$ cat src/rtl/serial_frame_rx_pkg.sv
// ----------------------------------------------------------------------------
// serial_frame_rx_pkg
// Shared constants for the serial frame receiver: the FSM state encoding and
// the default frame data width.
// ----------------------------------------------------------------------------
package serial_frame_rx_pkg;

    // Data bits per frame unless the instantiating design overrides it
    localparam int WIDTH_DEFAULT = 8;

    // Receiver states; the fourth encoding (2'b11) is never entered on purpose
    // and the next-state logic sends it back to IDLE.
    typedef enum logic [1:0] {
        IDLE = 2'b00,
        DATA = 2'b01,
        STOP = 2'b10
    } state_t;

endpackage

$ cat src/rtl/sipo_shift.sv
// ----------------------------------------------------------------------------
// sipo_shift
// WIDTH-bit serial-in / parallel-out right-shift register. Each enabled edge
// pushes din in at the MSB and moves everything one place toward the LSB, so
// after WIDTH shifts the first bit received sits at bit 0.
//
// Ports:
//   clk      rising-edge clock
//   clr_n    synchronous active-low clear (wins over shift_en)
//   shift_en shift one position on this edge
//   din      serial input bit
//   q        parallel register contents
// ----------------------------------------------------------------------------
module sipo_shift
    import serial_frame_rx_pkg::*;
#(
    parameter int WIDTH = WIDTH_DEFAULT
) (
    input  logic             clk,
    input  logic             clr_n,
    input  logic             shift_en,
    input  logic             din,
    output logic [WIDTH-1:0] q
);

    always_ff @(posedge clk) begin
        if (!clr_n) begin
            q <= '0;
        end else if (shift_en) begin
            q <= {din, q[WIDTH-1:1]};
        end
    end

endmodule

$ cat src/rtl/serial_frame_rx.sv
// ----------------------------------------------------------------------------
// serial_frame_rx
// One-bit-per-clock frame receiver fed from the registered serial line of the
// upstream DFF_PP0 capture flop. A frame is a low start bit, WIDTH data bits
// (LSB first) and a high stop bit. Good frames are presented on Q with a
// one-cycle V strobe; a low stop bit gives a one-cycle E strobe and leaves Q
// alone.
//
// Ports:
//   C     rising-edge clock
//   R     synchronous active-low reset
//   D     serial line, idles high
//   Q     last correctly framed word (bit 0 = first data bit)
//   V     word-valid strobe, one cycle
//   E     framing-error strobe, one cycle
//   BUSY  high while a frame is in progress
// ----------------------------------------------------------------------------
module serial_frame_rx
    import serial_frame_rx_pkg::*;
#(
    parameter int WIDTH = WIDTH_DEFAULT
) (
    input  logic             C,
    input  logic             R,
    input  logic             D,
    output logic [WIDTH-1:0] Q,
    output logic             V,
    output logic             E,
    output logic             BUSY
);

    localparam int                CNT_W    = (WIDTH > 1) ? $clog2(WIDTH) : 1;
    localparam logic [CNT_W-1:0] LAST_BIT = CNT_W'(WIDTH - 1);

    state_t           state;
    state_t           state_next;
    logic [CNT_W-1:0] bit_cnt;
    logic [WIDTH-1:0] shift_word;

    logic             cnt_clr;
    logic             cnt_inc;
    logic             shift_en;
    logic             word_ok;
    logic             word_bad;

    // Data bits are collected here; reset clears it so a frame aborted by
    // reset leaves nothing behind.
    sipo_shift #(
        .WIDTH (WIDTH)
    ) u_sipo (
        .clk      (C),
        .clr_n    (R),
        .shift_en (shift_en),
        .din      (D),
        .q        (shift_word)
    );

    // State register
    always_ff @(posedge C) begin
        if (!R) begin
            state <= IDLE;
        end else begin
            state <= state_next;
        end
    end

    // Next state: the DATA state leaves on the edge that samples the bit
    // while the counter already holds WIDTH-1, i.e. after WIDTH data edges.
    always_comb begin
        state_next = IDLE;
        case (state)
            IDLE:    state_next = D ? IDLE : DATA;
            DATA:    state_next = (bit_cnt == LAST_BIT) ? STOP : DATA;
            STOP:    state_next = IDLE;
            default: state_next = IDLE;
        endcase
    end

    // Output / datapath control decoded from the current state. The counter
    // stops at WIDTH-1 instead of wrapping; leaving DATA ends the count.
    always_comb begin
        cnt_clr  = 1'b0;
        cnt_inc  = 1'b0;
        shift_en = 1'b0;
        word_ok  = 1'b0;
        word_bad = 1'b0;
        case (state)
            IDLE: begin
                cnt_clr = !D;
            end
            DATA: begin
                shift_en = 1'b1;
                cnt_inc  = (bit_cnt != LAST_BIT);
            end
            STOP: begin
                word_ok  = D;
                word_bad = !D;
            end
            default: begin
            end
        endcase
    end

    assign BUSY = (state != IDLE);

    // Bit counter and registered outputs. V/E are strobes that live for the
    // single cycle following the stop-bit edge; Q only moves on a good frame.
    always_ff @(posedge C) begin
        if (!R) begin
            bit_cnt <= '0;
            Q       <= '0;
            V       <= 1'b0;
            E       <= 1'b0;
        end else begin
            if (cnt_clr) begin
                bit_cnt <= '0;
            end else if (cnt_inc) begin
                bit_cnt <= bit_cnt + CNT_W'(1);
            end
            V <= word_ok;
            E <= word_bad;
            if (word_ok) begin
                Q <= shift_word;
            end
        end
    end

endmodule

$ cat config.mk
export PLATFORM = sky130hd
export DESIGN_NAME = serial_frame_rx
export DESIGN_NICKNAME = d
export VERILOG_FILES = /design/src/rtl/serial_frame_rx_pkg.sv /design/src/rtl/sipo_shift.sv /design/src/rtl/serial_frame_rx.sv
export SDC_FILE = /design/constraint.sdc
export NUM_CORES = 1
export LEC_CHECK = 0
export CORE_MARGIN = 5
export CORE_UTILIZATION = 53
export CTS_BUF_LIST = sky130_fd_sc_hd__clkbuf_8
export DETAILED_ROUTE_END_ITERATION = 10
export GPL_ROUTABILITY_DRIVEN = 0
export PLACE_DENSITY = 0.88
export SLEW_MARGIN = 15
export SYNTH_ARGS = -nofsm -noshare
export SYNTH_HDL_FRONTEND = slang
export SYNTH_SLANG_ARGS = --single-unit
$ cat constraint.sdc
create_clock -name C -period 1.66 [get_ports C]
set_input_delay 0.415 -clock C [delete_from_list [all_inputs] [get_ports C]]
set_output_delay 0.415 -clock C [all_outputs]
set_load 0.02 [all_outputs]
Word-level counts from Yosys, hierarchy flattened

Index checks and enable logic that the tools add are counted.
Widths: inputs -> output; s select.

Flip-flop bits (word level): 23
Output and inout port bits: 11
Word-level logic and storage cells: 24

Bitwise logic cells: 1
Add/subtract/negate cells: 1
Reduce and logical (&&, ||, !) cells: 5
Muxes and demuxes: 7
Eq/ne operators: 4

Operator list:

| kind                | count |
|---|---|
| $mux 1              | 5 |
| $pmux 2 s2          | 1 |
| $add 3x1->3 const B | 1 |
| $eq 3x3->1 const B  | 1 |
| $ne 3x3->1 const B  | 1 |
| $eq 2x1->1 const B  | 1 |
| $eq 2x2->1 const B  | 1 |
| $logic_not 2->1     | 1 |
| $mux 2              | 1 |
| $reduce_and 2->1    | 1 |
| $reduce_bool 2->1   | 1 |
| $reduce_or 2->1     | 1 |
| $logic_not 1->1     | 1 |
| $not 1->1           | 1 |

Logic depth before layout (Yosys ltp)

Gate-level depths: netlist of run 1.

Word-level depth: 3
Mapped depth: 5
Depth with buffers taken out: 5

Cells and area by module

A second synthesis of run 1 with hierarchy kept.

Cell total of the unflattened synthesis: 77
Area, all modules: 868.3 µm²

Modules (own cells, without submodules):

| module          | area an instance (µm²) | cells each | sequential area each (µm²) | times used |
|---|---|---|---|---|
| serial_frame_rx | 566.8                  | 52         | 300.3                      | 1 |
| sipo_shift      | 301.5                  | 25         | 160.2                      | 1 |

Least setup slack after synthesis of run 1

Ideal clock, no wire load.

Kind: register to register
Start: reg bit_cnt[0]
End: reg bit_cnt[0]
Path slack: 0.411 ns
Arrival time: 1.132 ns
Setup time: 0.117 ns
Period minus slack after synthesis: 1.249 ns
Cell stages (with the launch flop): 6
Path through: dfxtp_1 ha_1 ha_1 nor3b_2 xnor2_1 nor2_2

Longest elaborated chain between the ends: 2

RTL lines:

| element                                             | RTL line               | text |
|---|---|---|
| start, declared                                     | serial_frame_rx.sv:37  | `logic [CNT_W-1:0] bit_cnt;` |
| start signal, assigned                              | serial_frame_rx.sv:118 | `bit_cnt <= bit_cnt + CNT_W'(1);` |
| branches (longest 2 deep; another with $add 3x1->3) | -                      |  |

Several ways; the timed one is not identified.
A chain may end at the register's enable or synchronous reset.

Final worst setup path of run 1

Start: reg Q[7]
End: out Q[7]

RTL lines:

| element                | RTL line               | text |
|---|---|---|
| start, declared        | serial_frame_rx.sv:26  | `output logic [WIDTH-1:0] Q,` |
| start signal, assigned | serial_frame_rx.sv:123 | `Q <= shift_word;` |

No word-level cell between the ends.

==> results of run 1 <==
## kinds of logic (layout without fill, tap and decap cells)
kind of cell	Yosys count	after routing	synth area share (%)
xor+xnor	1	1	1.025
fa+ha+maj	2	2	2.928
mux	8	8	9.371
compound gates	14	14	9.225
buf+inv	5	23	3.659
simple gates	36	36	19.91
flops	23	23	53.88
## cells in the mapped netlist
cell	number
sky130_fd_sc_hd__nor2b_1	1
sky130_fd_sc_hd__mux2i_1	8
sky130_fd_sc_hd__a21oi_1	10
sky130_fd_sc_hd__o21ai_2	1
sky130_fd_sc_hd__nor2_2	1
sky130_fd_sc_hd__xnor2_1	1
sky130_fd_sc_hd__o21ai_1	2
sky130_fd_sc_hd__nor2_1	9
sky130_fd_sc_hd__nand3b_1	1
sky130_fd_sc_hd__and3_1	1
sky130_fd_sc_hd__or2_1	1
sky130_fd_sc_hd__buf_4	1
sky130_fd_sc_hd__nor4b_1	1
sky130_fd_sc_hd__nand2_1	18
sky130_fd_sc_hd__nand2b_1	1
sky130_fd_sc_hd__inv_2	1
sky130_fd_sc_hd__dfxtp_1	23
sky130_fd_sc_hd__buf_1	1
sky130_fd_sc_hd__buf_6	1
sky130_fd_sc_hd__nor2b_2	1
sky130_fd_sc_hd__nor3b_2	1
sky130_fd_sc_hd__buf_2	1
sky130_fd_sc_hd__a2111oi_1	1
sky130_fd_sc_hd__ha_1	2
## state kept, by name, summed over array words and instances (netlist names)
name,flops
bit_cnt,3
V,1
E,1
Q,8
state,2
u_sipo.q,8
## worst reg2reg max path, delay by kind of cell (launching register included)
family                     cells  cell delay, ns
adders and majority gates      2            0.44
DFF                            1            0.33
xor gates and xnor gates       1            0.17
and+or+nand+nor                2            0.31
## layout make-up
class	count	area (sq um)
flip-flops and latches	23	460.4
fillers	122	436.7
clock buffers	3	41.29
well taps	16	20.02
multi-input cells	61	362.8
inverters	1	3.754
clock inverters	1	5.005
repair buffers	18	193.9
## power by group
group / internal [W] / total [W] / switching [W]
clock network: 0.000167 / 0.000342 / 0.000174
registers: 0.000558 / 0.000562 / 0.00000438
logic: 0.0000233 / 0.0000575 / 0.0000343
## metal layers
metal / part of all wire, % / track usage [%]
met4: 1.4 / 9.170
met1: 44 / 15.07
met5: 0 / 0
met3: 5.7 / 4.438
met2: 49 / 23.43
## stage by stage
step	cells	hold slack, ns	instance area [sq um]	power, W	util, %
after floorplan	89	0.4357	854.6	0.0006122	-
after global placement	119	0.4425	1027	0.0006312	67.41
after detailed placement	119	0.4585	1027	0.0006322	67.41
after CTS	123	0.4692	1072	0.0009592	70.36
after global routing	123	0.4917	1087	0.0009973	71.35
final	123	0.4708	1087	0.0009611	71.35
## worst paths after layout
| kind | start | endpoint | slack, ns | depth (start not counted) |
|---|---|---|---|---|
| max reg2reg | bit_cnt[0] | bit_cnt[0] | 0.31 | 5 |
| min reg2reg | u_sipo.q[0] | u_sipo.q[0] | 0.47 | 2 |
| min | u_sipo.q[0] | u_sipo.q[0] | 0.47 | 2 |
| max | Q[7] | Q[7] | 0.04 | 1 |
==> results.toml, run 1 <==
[power_and_ir_drop]
power.density_cell_area_nw_per_um2 = 884.0
power.leakage_nw = 0.5775
ir_worst_vdd_uv = 572.6

[floorplan]
fp.dieH_um = 50.16
initial_core_util_pct = 56.08
design.core.area_sq_um = 1524
placement_row_count = 14
ios = 14
die_area_sq_um = 2516
die_x_um = 50.16

[clock_network]
clock_insertion_delay_worst_skew_ns = 0.26
htreeDepth = 1
numCtsBuffers = 3
clock_sink_count = 23
post_cts_resized = 1
cts_setup_buffers = 0
cts_tree = "built"
clockBufferDepth = 2
clk_transition_reported_paths_ns = 0.08
cts-root-buf = "sky130_fd_sc_hd__clkbuf_8"
cts-hold-fix-buffers = 0

[synth]
syn_area_sq_um = 854.6
netlist_instances = 89
synthesis.area_per_instance_sq_um = 9.602
synth_top_cell_by_area = "sky130_fd_sc_hd__dfxtp_1"
post_synth_main_area_contributors = "sky130_fd_sc_hd__dfxtp_1 (54%), sky130_fd_sc_hd__mux2i_1 (9.4%), sky130_fd_sc_hd__nand2_1 (7.9%)"
synth.ff_latch_count = 23
netlist-cell-type-count = 24
yosysSeqAreaShare_pct = 53.88
synth_warnings = 0
syn_nets = 94
yosysTopAreaCellShare_pct = 53.88

[hold_path]
hold_path.class = "reg -> reg"

[routing]
detail_route.drc_violations = 0
detailedRoute.firstPassIterationCount = 4
antenna_left = 0
via_count = 682
routed_via_density = 5.545
wl_per_cell_um = 13.16
drt_iter0_drc = 11
routed_wl_um = 1619

[worst_setup_path]
crit_slowest_cell = "sky130_fd_sc_hd__clkdlybuf4s50_1"
crit_path_cell_trace = "clkdlybuf4s50_1"
cp-end-kind = "output pin"
criticalPathCategory = "reg -> out"
worst-path-max-fanout = 2
worst_setup_path_start_kind = "flop"
critical_path_required_time_ns = 1.24
timing.critical_path.slowest_cell_delay_ns = 0.60
critical_path_buf_inv_count = 1
crit_arrival_ns = 1.20
timing.critical_path.max_delay_family = "buffers and inverters"

[timing]
clock.fmax_mhz = 617.8
worst_setup_slack_after_layout_ns = 0.04134
report.final.hold_viol_count = 0
fin_tns_setup_ns = 0
max_slew.worst_pin.slew_ns = 0.3910
grt_setup_unrepaired = "false"
slew_headroom_pct = 73.93
setup_violations = 0
final.period_utilization_pct = 97.51
final.setup_skew_ns = 0.001753
period_minus_slack_ns = 1.619
slew_violations = 0

[global_route]
gr-total-overflow = 0
grt_usage_pct = 14.05
first_global_vias = 674
grt_max_degree = 18
antenna_found_initial = 0
grt_pass1_wl_um = 2766

[final_layout]
drive_above_1_share_pct = 13.08
flow.area_growth_from_synthesis_pct = 27.23
layout_commonest_cell = "sky130_fd_sc_hd__dfxtp_1"
antenna_cells = 0
final_cell_mix = "sky130_fd_sc_hd__dfxtp_1 (23), sky130_fd_sc_hd__nand2_1 (18), sky130_fd_sc_hd__a21oi_1 (10), sky130_fd_sc_hd__nor2_1 (9), sky130_fd_sc_hd__mux2i_1 (8)"
fin_nets = 113

[placement]
placement.setup.worst_slack_ns = 0.1082
place.port_buffers = 13
detailedPlacementHpwl_um = 1079

[job]
cap_viol_max_count = 0

[outcome]
outcome = "completed"
No activity file was read; power rests on OpenSTA's default activity.
==> inputs of run 2 (changes only) <==
- CORE_UTILIZATION: 53 -> 48
- PLACE_DENSITY: 0.88 -> 0.85
- clock period: 1.66 -> 1.4 ns (I/O delays scaled with it)
==> run 2 against run 1 <==
Hold slack got worse by 0.0067 ns. Critical endpoint is now BUSY. Highest routed layer unchanged. Largest power group unchanged. Utilization is 8.4 points lower. First-iteration DRC count is 18% lower. Via count fell by 7.9%. Critical path type unchanged. Critical path depth increased by 1. Clock skew is essentially flat. Wire length fell by 3.8%.
==> results.toml, run 2 (synthesis results as in run 1) <==
[floorplan]
die_x_um = 52.20
ios = 14
initial_core_util_pct = 50.04
die_area_sq_um = 2724
placement_row_count = 15
fp.dieH_um = 52.20
design.core.area_sq_um = 1708

[final_layout]
filler_free_cell_count_of_the_finished_design = 132
stdcell_area_sq_um = 1075
drive_above_1_share_pct = 14.02
final_cell_mix = "sky130_fd_sc_hd__dfxtp_1 (23), sky130_fd_sc_hd__nand2_1 (18), sky130_fd_sc_hd__a21oi_1 (10), sky130_fd_sc_hd__dlygate4sd2_1 (10), sky130_fd_sc_hd__nor2_1 (9)"
layout_commonest_cell = "sky130_fd_sc_hd__dfxtp_1"
fin_nets = 113
n_fill_cell = 136
antenna_cells = 0
largest_registers = "Q x8, u_sipo.q x8, bit_cnt x3"
flow.area_growth_from_synthesis_pct = 25.77

[hold_path]
hold_depth = 2
hold_path.class = "reg -> reg"

[power_and_ir_drop]
design_power_total_w = 0.001124
power.density_cell_area_nw_per_um2 = 1046
ir_worst_vdd_uv = 721.9
power.leakage_nw = 0.5097

[worst_setup_path]
worst_setup_path_start_kind = "flop"
crit_path_cell_trace = "or2_1 -> buf_2"
critical_path_required_time_ns = 1.05
criticalPathCategory = "reg -> out"
crit_slowest_cell = "sky130_fd_sc_hd__dfxtp_1"
timing.critical_path.slowest_cell_delay_ns = 0.31
crit_arrival_ns = 0.97
worst-path-max-fanout = 2
worst-r2r-cell-count = 5
cp-end-kind = "output pin"

[placement]
dpl-instance-area_sq_um = 1039
detailedPlacementHpwl_um = 1157
placed_cell_count = 128
placement.setup.worst_slack_ns = -0.1477
place.port_buffers = 13

[clock_network]
cts_setup_buffers = 0
clock_sink_count = 23
cts-hold-fix-buffers = 0
cts-root-buf = "sky130_fd_sc_hd__clkbuf_8"
clk_transition_reported_paths_ns = 0.07
numCtsBuffers = 3
clock_insertion_delay_worst_skew_ns = 0.26
cts_tree = "built"
htreeDepth = 1
clockBufferDepth = 2

[timing]
grt_setup_unrepaired = "false"
slew_violations = 0
final.period_utilization_pct = 94.53
fin_tns_setup_ns = 0
period_minus_slack_ns = 1.323
clock.fmax_mhz = 755.6
report.final.hold_viol_count = 0
worst_setup_slack_after_layout_ns = 0.07661
final.setup_skew_ns = 0.001267
max_slew.worst_pin.slew_ns = 0.3772
setup_violations = 0
slew_headroom_pct = 74.85

[routing]
routed_wl_um = 1557
routed_via_density = 4.758
drt_iter0_drc = 9
antenna_left = 0
via_count = 628
detail_route.drc_violations = 0
detailedRoute.firstPassIterationCount = 4
wl_per_cell_um = 11.80

[global_route]
grt_max_degree = 18
grt_usage_pct = 13.70
antenna_found_initial = 0
grt_pass1_wl_um = 2649
first_global_vias = 619
gr-total-overflow = 0

[outcome]
outcome = "completed"

[job]
cap_viol_max_count = 0
## run 2: what timing repair did
| action | 4_1_cts | 5_1_grt |
|---|---|---|
| gates cloned | 0 | 0 |
| pin swaps | 0 | 1 |
| setup endpoints to repair | 11 | 2 |
| gates resized for setup | 14 | 2 |
| endpoints found under the hold margin | 0 | 0 |
## run 2: area by class of cell
class,count,area [sq um],area share [%]
Tap cell,25,31.28,2.910
Inverter,1,3.754,0.3492
Sequential cell,23,460.4,42.84
Clock inverter,1,3.754,0.3492
Clock buffer,3,41.29,3.842
Multi-Input combinational cell,61,371.6,34.58
Timing Repair Buffer,18,162.7,15.13
## run 2: stage by stage
step / utilization, % / hold slack, ns
3_5_place_dp: 60.81 / 0.4547
5_1_grt: 62.93 / 0.5080
3_3_place_gp: 60.81 / 0.4415
2_1_floorplan: - / 0.4267
6_report: 62.93 / 0.4641
4_1_cts: 62.42 / 0.4653
## run 2: report_power, final
part           total (W)  switching [W]  internal [W]  leakage [nW]
registers       0.000666     0.00000477      0.000661         0.186
clock network   0.000390       0.000194      0.000195        0.0269
logic          0.0000686      0.0000397     0.0000289         0.297
## run 2: path summary, 6_finish.rpt
check | startpoint | slack [ns] | to
setup / recovery | state[1] | 0.08 | BUSY
hold / removal | u_sipo.q[0] | 0.46 | u_sipo.q[0]
setup reg to reg | bit_cnt[0] | 0.10 | bit_cnt[0]
hold reg to reg | u_sipo.q[0] | 0.46 | u_sipo.q[0]
## run 2: per-layer routing
layer | wire length, um | track usage [%]
met5 | 0 | 0
met4 | 29 | 8.936
met3 | 54 | 2.564
met2 | 803 | 24.06
met1 | 670 | 14.84
## run 2: critical path, delay by kind of cell, from the launching register on
family,cells,cell delay (ns)
simple gates,1,0.24
flops,1,0.31
buf+inv,1,0.17
==> inputs of run 3 (changes only) <==
- CAP_MARGIN: default -> 20
- SLEW_MARGIN: 15 -> 20
==> results of run 3 <==
No change in the layout: final DEF, timing and power equal those of run 2.
